--- src/rtl/progmem_sequencer.sv ---
// -----------------------------------------------------------------------------
// progmem_sequencer
//
// Purpose:
//   Single owner of the program memory ports. In LOAD mode it accepts an
//   instruction stream on a valid/ready handshake and writes it to sequential
//   addresses starting at 0. In RUN mode it holds the program counter and
//   fetches one instruction per cycle into the instruction register (ir).
//   RUN mode supports decoder stall, jump (with a one-bubble flush) and
//   stopping on a halt opcode.
//
// Optional feature:
//   Defining PROGMEM_SEQ_CHECKSUM_EN adds output load_sum, the modulo-2^INS_W
//   sum of all words accepted in the current/last LOAD.
//
// Ports:
//   clk, rst            clock, synchronous active-high reset
//   start_load, run     command pulses (start_load wins when both are set)
//   ld_valid/ld_data/ld_last/ld_ready   load stream handshake
//   stall, jump, jump_addr               fetch control from the decode stage
//   pm_load/pm_load_addr/pm_load_ins     program memory write port
//   pm_en/pm_addr/pm_ins                 program memory read port
//   ir, ir_pc, ir_valid, pc              fetch results
//   state                                0=IDLE 1=LOAD 2=RUN 3=HALTED
//   load_done, load_count, load_ovf      load status
//   load_sum                             load checksum (optional)
// -----------------------------------------------------------------------------
module progmem_sequencer #(
   parameter int unsigned ADDR_W  = 8,
   parameter int unsigned INS_W   = 12,
   parameter logic [3:0]  HALT_OP = 4'hF
) (
   input  logic              clk,
   input  logic              rst,
   input  logic              start_load,
   input  logic              run,
   input  logic              ld_valid,
   input  logic [INS_W-1:0]  ld_data,
   input  logic              ld_last,
   output logic              ld_ready,
   input  logic              stall,
   input  logic              jump,
   input  logic [ADDR_W-1:0] jump_addr,
   output logic              pm_load,
   output logic [ADDR_W-1:0] pm_load_addr,
   output logic [INS_W-1:0]  pm_load_ins,
   output logic              pm_en,
   output logic [ADDR_W-1:0] pm_addr,
   input  logic [INS_W-1:0]  pm_ins,
   output logic [INS_W-1:0]  ir,
   output logic [ADDR_W-1:0] ir_pc,
   output logic              ir_valid,
   output logic [ADDR_W-1:0] pc,
   output logic [1:0]        state,
   output logic              load_done,
   output logic [ADDR_W:0]   load_count,
   output logic              load_ovf
`ifdef PROGMEM_SEQ_CHECKSUM_EN
   ,
   output logic [INS_W-1:0]  load_sum
`endif
);

   typedef enum logic [1:0] {
      S_IDLE   = 2'd0,
      S_LOAD   = 2'd1,
      S_RUN    = 2'd2,
      S_HALTED = 2'd3
   } state_e;

   state_e              state_q, state_d;
   logic [ADDR_W-1:0]   pc_q, pc_d;
   logic [INS_W-1:0]    ir_q, ir_d;
   logic [ADDR_W-1:0]   ir_pc_q, ir_pc_d;
   logic                ir_valid_q, ir_valid_d;
   logic [ADDR_W-1:0]   wr_ptr_q, wr_ptr_d;
   logic [ADDR_W:0]     load_count_q, load_count_d;
   logic                load_done_q, load_done_d;
   logic                load_ovf_q, load_ovf_d;
`ifdef PROGMEM_SEQ_CHECKSUM_EN
   logic [INS_W-1:0]    sum_q, sum_d;
`endif

   logic                fetch_is_halt;
   logic                load_accept;

   assign fetch_is_halt = (pm_ins[INS_W-1 -: 4] == HALT_OP);

   // Write side is blocked while rst is high so a reset landing mid-LOAD
   // never modifies memory contents.
   assign ld_ready     = (state_q == S_LOAD) && !rst;
   assign load_accept  = ld_ready && ld_valid;
   assign pm_load      = load_accept;
   assign pm_load_addr = wr_ptr_q;
   assign pm_load_ins  = ld_data;
   assign pm_en        = (state_q == S_RUN);
   assign pm_addr      = pc_q;

   always_comb begin
      state_d      = state_q;
      pc_d         = pc_q;
      ir_d         = ir_q;
      ir_pc_d      = ir_pc_q;
      ir_valid_d   = 1'b0;
      wr_ptr_d     = wr_ptr_q;
      load_count_d = load_count_q;
      load_done_d  = 1'b0;
      load_ovf_d   = load_ovf_q;
`ifdef PROGMEM_SEQ_CHECKSUM_EN
      sum_d        = sum_q;
`endif

      case (state_q)
         S_LOAD: begin
            if (load_accept) begin
               wr_ptr_d     = wr_ptr_q + 1'b1;
               load_count_d = {1'b0, wr_ptr_q} + 1'b1;
`ifdef PROGMEM_SEQ_CHECKSUM_EN
               sum_d        = sum_q + ld_data;
`endif
               if (ld_last) begin
                  state_d     = S_IDLE;
                  load_done_d = 1'b1;
               end else if (wr_ptr_q == {ADDR_W{1'b1}}) begin
                  // Memory full without an explicit last word.
                  state_d     = S_IDLE;
                  load_done_d = 1'b1;
                  load_ovf_d  = 1'b1;
               end
            end
         end

         S_RUN: begin
            if (jump) begin
               // Word currently addressed by the old pc is dropped.
               pc_d = jump_addr;
            end else if (!stall) begin
               ir_d       = pm_ins;
               ir_pc_d    = pc_q;
               ir_valid_d = 1'b1;
               if (fetch_is_halt) begin
                  state_d = S_HALTED;
               end else begin
                  pc_d = pc_q + 1'b1;
               end
            end
         end

         default: begin
            // IDLE and HALTED accept the same commands.
            if (start_load) begin
               state_d      = S_LOAD;
               wr_ptr_d     = '0;
               load_ovf_d   = 1'b0;
               load_count_d = '0;
`ifdef PROGMEM_SEQ_CHECKSUM_EN
               sum_d        = '0;
`endif
            end else if (run) begin
               state_d = S_RUN;
               pc_d    = '0;
            end
         end
      endcase
   end

   always_ff @(posedge clk) begin
      if (rst) begin
         state_q      <= S_IDLE;
         pc_q         <= '0;
         ir_q         <= '0;
         ir_pc_q      <= '0;
         ir_valid_q   <= 1'b0;
         wr_ptr_q     <= '0;
         load_count_q <= '0;
         load_done_q  <= 1'b0;
         load_ovf_q   <= 1'b0;
`ifdef PROGMEM_SEQ_CHECKSUM_EN
         sum_q        <= '0;
`endif
      end else begin
         state_q      <= state_d;
         pc_q         <= pc_d;
         ir_q         <= ir_d;
         ir_pc_q      <= ir_pc_d;
         ir_valid_q   <= ir_valid_d;
         wr_ptr_q     <= wr_ptr_d;
         load_count_q <= load_count_d;
         load_done_q  <= load_done_d;
         load_ovf_q   <= load_ovf_d;
`ifdef PROGMEM_SEQ_CHECKSUM_EN
         sum_q        <= sum_d;
`endif
      end
   end

   assign state      = state_q;
   assign pc         = pc_q;
   assign ir         = ir_q;
   assign ir_pc      = ir_pc_q;
   assign ir_valid   = ir_valid_q;
   assign load_done  = load_done_q;
   assign load_count = load_count_q;
   assign load_ovf   = load_ovf_q;
`ifdef PROGMEM_SEQ_CHECKSUM_EN
   assign load_sum   = sum_q;
`endif

endmodule

--- config.mk ---
export PLATFORM = sky130hd
export DESIGN_NAME = progmem_sequencer
export DESIGN_NICKNAME = d
export VERILOG_FILES = /design/src/rtl/progmem_sequencer.sv
export SDC_FILE = /design/constraint.sdc
export NUM_CORES = 1
export LEC_CHECK = 0
export CAP_MARGIN = 30
export CORE_MARGIN = 4
export CORE_UTILIZATION = 43
export CTS_CLUSTER_SIZE = 8
export DETAILED_ROUTE_END_ITERATION = 10
export PLACE_DENSITY = 0.92
export SYNTH_ARGS = -nofsm -noshare
export SYNTH_HDL_FRONTEND = slang
export SYNTH_SLANG_ARGS = --single-unit
--- constraint.sdc ---
create_clock -name clk -period 5.5 [get_ports clk]
set_clock_uncertainty 0.1 [all_clocks]
set_input_delay 1.1 -clock clk [delete_from_list [all_inputs] [get_ports clk]]
set_output_delay 1.1 -clock clk [all_outputs]
set_load 0.03 [all_outputs]
==> metrics.csv, run 1 <==
metric,value,unit
Die H,79.0,um
internal power,0.000550,W
crit-path max FO,34,
CTS H-Tree Depth,2,
pre-CTS setup slack,1.51,ns
Post-DRT Antenna Nets,0,
R2R Setup Slk,2.89,ns
PnR worst setup slack,1.52,ns
switch share,0.376,
Hold Path Class,reg2reg,
Yosys reg bits,42,
Worst-path clk slew,0.07,ns
most frequent cells in the layout,"88 x clkdlybuf4s50_1, 47 x nand2_1, 42 x dfxtp_1",
sequential-to-total area share from yosys stat,0.388,
most used cell along the critical path,clkdlybuf4s50_1,
"EDFF count, synth",0,
pins over their slew limit,0,
number of setup buffers added after CTS,0,
Post-Synthesis Cell Area,2160,sq um
share of layout cells above drive strength 1,0.0243,
vias in the first global route,2083,
maxcap violations,0,
DRC Markers,0,
CP cell instances,clkdlybuf4s50_1 > buf_4 > nand3b_4 > inv_1 > clkdlybuf4s50_1,
I/O Buffers,88,
post-route design area,2950,sq um
Starting Density,0.452,
GR Overflow Total,0,
area delta synth->final,36.2,%
Syn Inst Count,274,
WL per Instance,14.7,um
# hold bufs at CTS,0,
fmax,0.251,GHz
TritonRoute pass-1 iters,4,
maximum vdd drop,175,uV
DR vias/cell,5.34,
Max clock buf depth,2,
Clk pwr share,0.213,
Fill cells,419,
WL final,5.83,mm
Post-CTS Resized,0,
Total Routing Usage GR,0.191,
Max-slew headroom,0.477,
Worst Tran Pin Value,0.785,ns
Layout Nets,373,
register share of total power,0.403,
clk root buf,clkbuf_8,
asr flop ratio synth,0,
routability-driven placement congestion ratio,0.893,
first-pass GRT wire length,9.59,mm
initial antenna violation count,0,
Top delay family on crit path,buffers and inverters,
syn_nets,318,
TritonCTS clock tree,built,
num ports,113,
CP Launch Type,input port,
row count,25,
"Buf+Inv Stages, Crit Path",4,
chip width,79.0,um
number of CTS-inserted buffers,5,
largest net degree at the start of global routing,35,
fin crit share,0.724,
Worst EP required,4.30,ns
slowest cell on the critical path,clkdlybuf4s50_1,
# diodes,0,
Sink Count,42,
critical path capture point type,output port,
unrepaired setup endpoints after global routing,false,
Worst EP arrival,2.78,ns
critical path class,in2out,
setup violators final,0,
DP HPWL,4.35,mm
distinct cell type count after synthesis,44,
CP peak stage delay,0.59,ns
LEAKAGE,1.01,nW
"commonest non-fill, non-tap cell in the layout",clkdlybuf4s50_1,
Power Density,299,nW/um^2
Final Hold Vio Count,0,
Psw,0.000331,W
min cycle time layout,3.98,ns
Syn Area/Cell,7.90,sq um
Core Region,4790,sq um
Ys Warns,0,
logic gate share of total power,0.384,
top_reg_cell synth,dfxtp_1,
clk_lat worst skew,0.29,ns
Fin Setup TNS,0,ns
run status,completed,
die area,6230,sq um
Post-DP Area,2870,sq um
vias,2113,
Iter 0 DRT Violations,134,
## tightest hold or removal path: stages (launching register included)
cell     delay, ns
dfxtp_1       0.31
nand2_1       0.05
a21oi_1       0.05
## final cells by class
class,instances,area (sq um),area share
clock buffer,7,76.3,0.0259
inverter,11,41.3,0.0140
multi-input combinational,179,1010,0.343
sequential,42,841,0.285
tap,67,83.8,0.0284
timing repair buffer,90,896,0.304
## cells by family (layout without fill, tap and decap cells)
| group | after synthesis | in the layout | share of synthesized area |
|---|---|---|---|
| AOI/OAI and AO/OA | 74 | 74 | 0.217 |
| xor gates and xnor gates | 2 | 2 | 0.00809 |
| adders and majority gates | 4 | 4 | 0.0231 |
| buffers and inverters | 53 | 108 | 0.145 |
| DFF | 42 | 42 | 0.388 |
| muxes | 3 | 3 | 0.0139 |
| and+or+nand+nor | 96 | 96 | 0.205 |
## final timing paths
path / startpoint / end / cells past startpoint
worst max-delay path: rst / pm_load / 5
worst min-delay path: ir[3] / ir[3] / 2
worst max register to register: state[1] / ir_pc[6] / 6
worst min register to register: ir[3] / ir[3] / 2
## cells in the mapped netlist, drive strengths merged (2+ instances only)
| cell | number | area, sq um |
|---|---|---|
| buf | 31 | 231 |
| nand4 | 4 | 25.0 |
| mux2i | 3 | 30.0 |
| ha | 4 | 50.1 |
| nor3 | 2 | 10.0 |
| nand3 | 9 | 45.0 |
| or4 | 3 | 22.5 |
| a31o | 2 | 17.5 |
| nor2 | 19 | 71.3 |
| a32oi | 2 | 17.5 |
| xnor2 | 2 | 17.5 |
| a211oi | 2 | 15.0 |
| o21ai | 10 | 50.1 |
| nand2b | 4 | 25.0 |
| nand2 | 47 | 176 |
| inv | 10 | 37.5 |
| dfxtp | 42 | 841 |
| a21oi | 33 | 165 |
| a311oi | 2 | 17.5 |
| o211ai | 3 | 22.5 |
| o31ai | 4 | 30.0 |
| clkbuf | 11 | 41.3 |
| nor2b | 3 | 18.8 |
| a22oi | 3 | 22.5 |
| a31oi | 3 | 18.8 |
## registers in the layout, summed over array words and instances, names as in the netlist
| signal | cells |
|---|---|
| load_done | 1 |
| ir_pc | 8 |
| ir | 12 |
| state | 2 |
| load_count | 2 |
| pc | 8 |
| pm_load_addr | 7 |
| ir_valid | 1 |
| load_ovf | 1 |
## metrics by stage
stage	utilization	hold slack [ns]	power, W	instances
floorplan	-	0.481	0.000607	274
global placement	0.598	0.345	0.000691	388
detailed placement	0.600	0.347	0.000699	389
CTS	0.616	0.358	0.000886	396
global route	0.616	0.374	0.000928	396
finish	0.616	0.354	0.000881	396
## routing by layer
| layer | track usage | share of wire | wire length [um] | vias to the layer above |
|---|---|---|---|---|
| met5 | 0 | 0 | 0 | - |
| met4 | 0.0739 | 0.015 | 87 | 0 |
| met3 | 0.0510 | 0.082 | 475 | 8 |
| met2 | 0.334 | 0.50 | 2890 | 86 |
| met1 | 0.222 | 0.41 | 2370 | 981 |
| li1 | - | - | - | 1038 |
## power groups by stage
| stage | Clock [W] | Combinational, W | Sequential, W |
|---|---|---|---|
| after floorplan | 0 | 0.000208 | 0.000400 |
| after global placement | 0 | 0.000330 | 0.000361 |
| after detailed placement | 0 | 0.000337 | 0.000362 |
| after CTS | 0.000192 | 0.000339 | 0.000355 |
| after global routing | 0.000205 | 0.000362 | 0.000361 |
| final | 0.000187 | 0.000339 | 0.000355 |
Note: power is estimated with default switching activity, not from simulation.
==> inputs of run 2 (changes only) <==
--- a/config.mk
+++ b/config.mk
@@ -7,10 +7,10 @@
 export LEC_CHECK = 0
 export CAP_MARGIN = 30
 export CORE_MARGIN = 4
-export CORE_UTILIZATION = 43
+export CORE_UTILIZATION = 36
 export CTS_CLUSTER_SIZE = 8
 export DETAILED_ROUTE_END_ITERATION = 10
-export PLACE_DENSITY = 0.92
+export PLACE_DENSITY = 0.83
 export SYNTH_ARGS = -nofsm -noshare
 export SYNTH_HDL_FRONTEND = slang
 export SYNTH_SLANG_ARGS = --single-unit
==> constraint.sdc (replaced) <==
create_clock -name clk -period 3.6 [get_ports clk]
set_clock_uncertainty 0.1 [all_clocks]
set_input_delay 0.72 -clock clk [delete_from_list [all_inputs] [get_ports clk]]
set_output_delay 0.72 -clock clk [all_outputs]
set_load 0.03 [all_outputs]
==> run 2 against run 1 <==
Utilization shrank 8.3 points. Combinational power rose by 55%. First-iteration DRC count rose by 12%. Wire length rose by 2.2%. Clock-buffer cell count decreased by 1. Power rose by 73%. Register-to-register slack got worse by 1.4 ns. Sequential share of layout area decreased by 0.73 points. Cell area is 2.6% higher. Sequential power is 53% higher. Critical endpoint unchanged. Worst setup slack got worse by 0.85 ns.
==> metrics.csv, run 2 (same netlist as run 1, synthesis figures left out) <==
metric,value,unit,change
# hold bufs at CTS,0,,unchanged
Max clock buf depth,2,,unchanged
Iter 0 DRT Violations,150,,+12%
WL final,5.96,mm,+2.2%
critical path capture point type,output port,,
row count,27,,+8.0%
crit-path max FO,8,,-76%
num ports,113,,unchanged
Die H,85.5,um,+8.3%
DRC Markers,0,,unchanged
Hold Path Class,reg2reg,,
number of CTS-inserted buffers,5,,unchanged
CTS H-Tree Depth,2,,unchanged
DP HPWL,4.38,mm,+0.60%
run status,completed,,
Layout Nets,374,,+0.27%
Worst EP arrival,2.11,ns,-0.67 ns
max FFs per register,12,,unchanged
vias in the first global route,2080,,-0.14%
Max-slew headroom,0.483,,+0.00667
maximum vdd drop,301,uV,+72%
critical path class,in2out,,
Total Routing Usage GR,0.162,,-0.0291
CP Launch Type,input port,,
initial antenna violation count,0,,unchanged
chip width,85.5,um,+8.3%
register area,841,sq um,unchanged
number of setup buffers added after CTS,0,,unchanged
Fin Setup TNS,0,ns,unchanged
Post-DP Area,2880,sq um,+0.39%
TritonRoute pass-1 iters,4,,unchanged
final core utilization,0.533,,-0.0829
setup violators final,0,,unchanged
unrepaired setup endpoints after global routing,false,,
Worst EP required,2.78,ns,-1.52 ns
DR vias/cell,5.23,,-2.1%
"commonest non-fill, non-tap cell in the layout",clkdlybuf4s50_1,,
share of layout cells above drive strength 1,0.0393,,+0.0150
# diodes,0,,unchanged
min cycle time layout,2.93,ns,
Worst Tran Pin Value,0.775,ns,-0.0100 ns
routability-driven placement congestion ratio,0.867,,-3.0%
Post-CTS Resized,0,,unchanged
most frequent cells in the layout,"87 x clkdlybuf4s50_1, 47 x nand2_1, 42 x dfxtp_1",,
Post-DRT Antenna Nets,0,,unchanged
Core Region,5680,sq um,+19%
post-route design area,3030,sq um,+2.6%
fin crit share,0.814,,
GR Overflow Total,0,,unchanged
Final Hold Vio Count,0,,unchanged
first-pass GRT wire length,9.66,mm,+0.72%
WL per Instance,14.8,um,+0.44%
Power Density,505,nW/um^2,+69%
area delta synth->final,39.8,%,
Worst-path clk slew,0.08,ns,about the same
Total Power,0.00153,W,+73%
clk root buf,clkbuf_8,,
die area,7320,sq um,+17%
clk_lat worst skew,0.29,ns,about the same
TritonCTS clock tree,built,,
Starting Density,0.381,,-0.0709
pins over their slew limit,0,,unchanged
multi-input combinational cell area,1010,sq um,unchanged
maxcap violations,0,,unchanged
largest net degree at the start of global routing,34,,-2.9%
I/O Buffers,88,,unchanged
Fill cells,547,,+31%
vias,2106,,-0.33%
fmax,0.341,GHz,
LEAKAGE,1.05,nW,+4.0%
Sink Count,42,,unchanged
[run 2: cell types whose count changed in the layout (fill, tap and decap cells not counted)]
| cell | change |
|---|---|
| clkbuf_1 | -2 |
| buf_4 | +2 |
| clkdlybuf4s50_1 | -1 |
| bufinv_16 | +2 |
| clkbuf_8 | +1 |
[run 2: per-layer routing]
layer	vias up	share of wire	track usage
met1	970	0.41	0.181
li1	1044	-	-
met2	81	0.49	0.292
met5	-	0	0
met4	0	0.021	0.0619
met3	11	0.079	0.0442
[run 2: area by class of cell]
class | count | area share
well taps | 72 | 0.0298
multi-input cells | 179 | 0.334
clock inverters | 2 | 0.0199
inverters | 11 | 0.0136
clock buffers | 6 | 0.0273
repair buffers | 91 | 0.298
flip-flops and latches | 42 | 0.278
[run 2: where the power goes]
group	internal, W	switching [W]	total, W	leakage, nW
registers	0.000499	0.0000432	0.000542	0.340
clock network	0.000296	0.000162	0.000458	0.0714
logic	0.000209	0.000317	0.000527	0.636
[run 2: metrics by stage]
step | instances | hold slack (ns) | setup WS, ns
2_1_floorplan | 274 | 0.481 | 1.31
3_3_place_gp | 395 | 0.341 | 0.676
3_5_place_dp | 395 | 0.346 | 0.664
4_1_cts | 403 | 0.357 | 0.663
5_1_grt | 403 | 0.379 | 0.618
6_report | 403 | 0.354 | 0.668
[run 2: worst max-delay path, cell delays in order]
cell,delay (ns)
clkdlybuf4s50_1,0.52
nand3b_4,0.13
inv_1,0.08
clkdlybuf4s50_1,0.66
[run 2: final timing paths]
check / startpoint / endpoint / slack, ns / depth (start not counted)
worst max-delay path: ld_valid / pm_load / 0.67 / 4
worst min-delay path: ir[7] / ir[7] / 0.35 / 2
worst max register to register: state[0] / ir[6] / 1.45 / 7
worst min register to register: ir[7] / ir[7] / 0.35 / 2
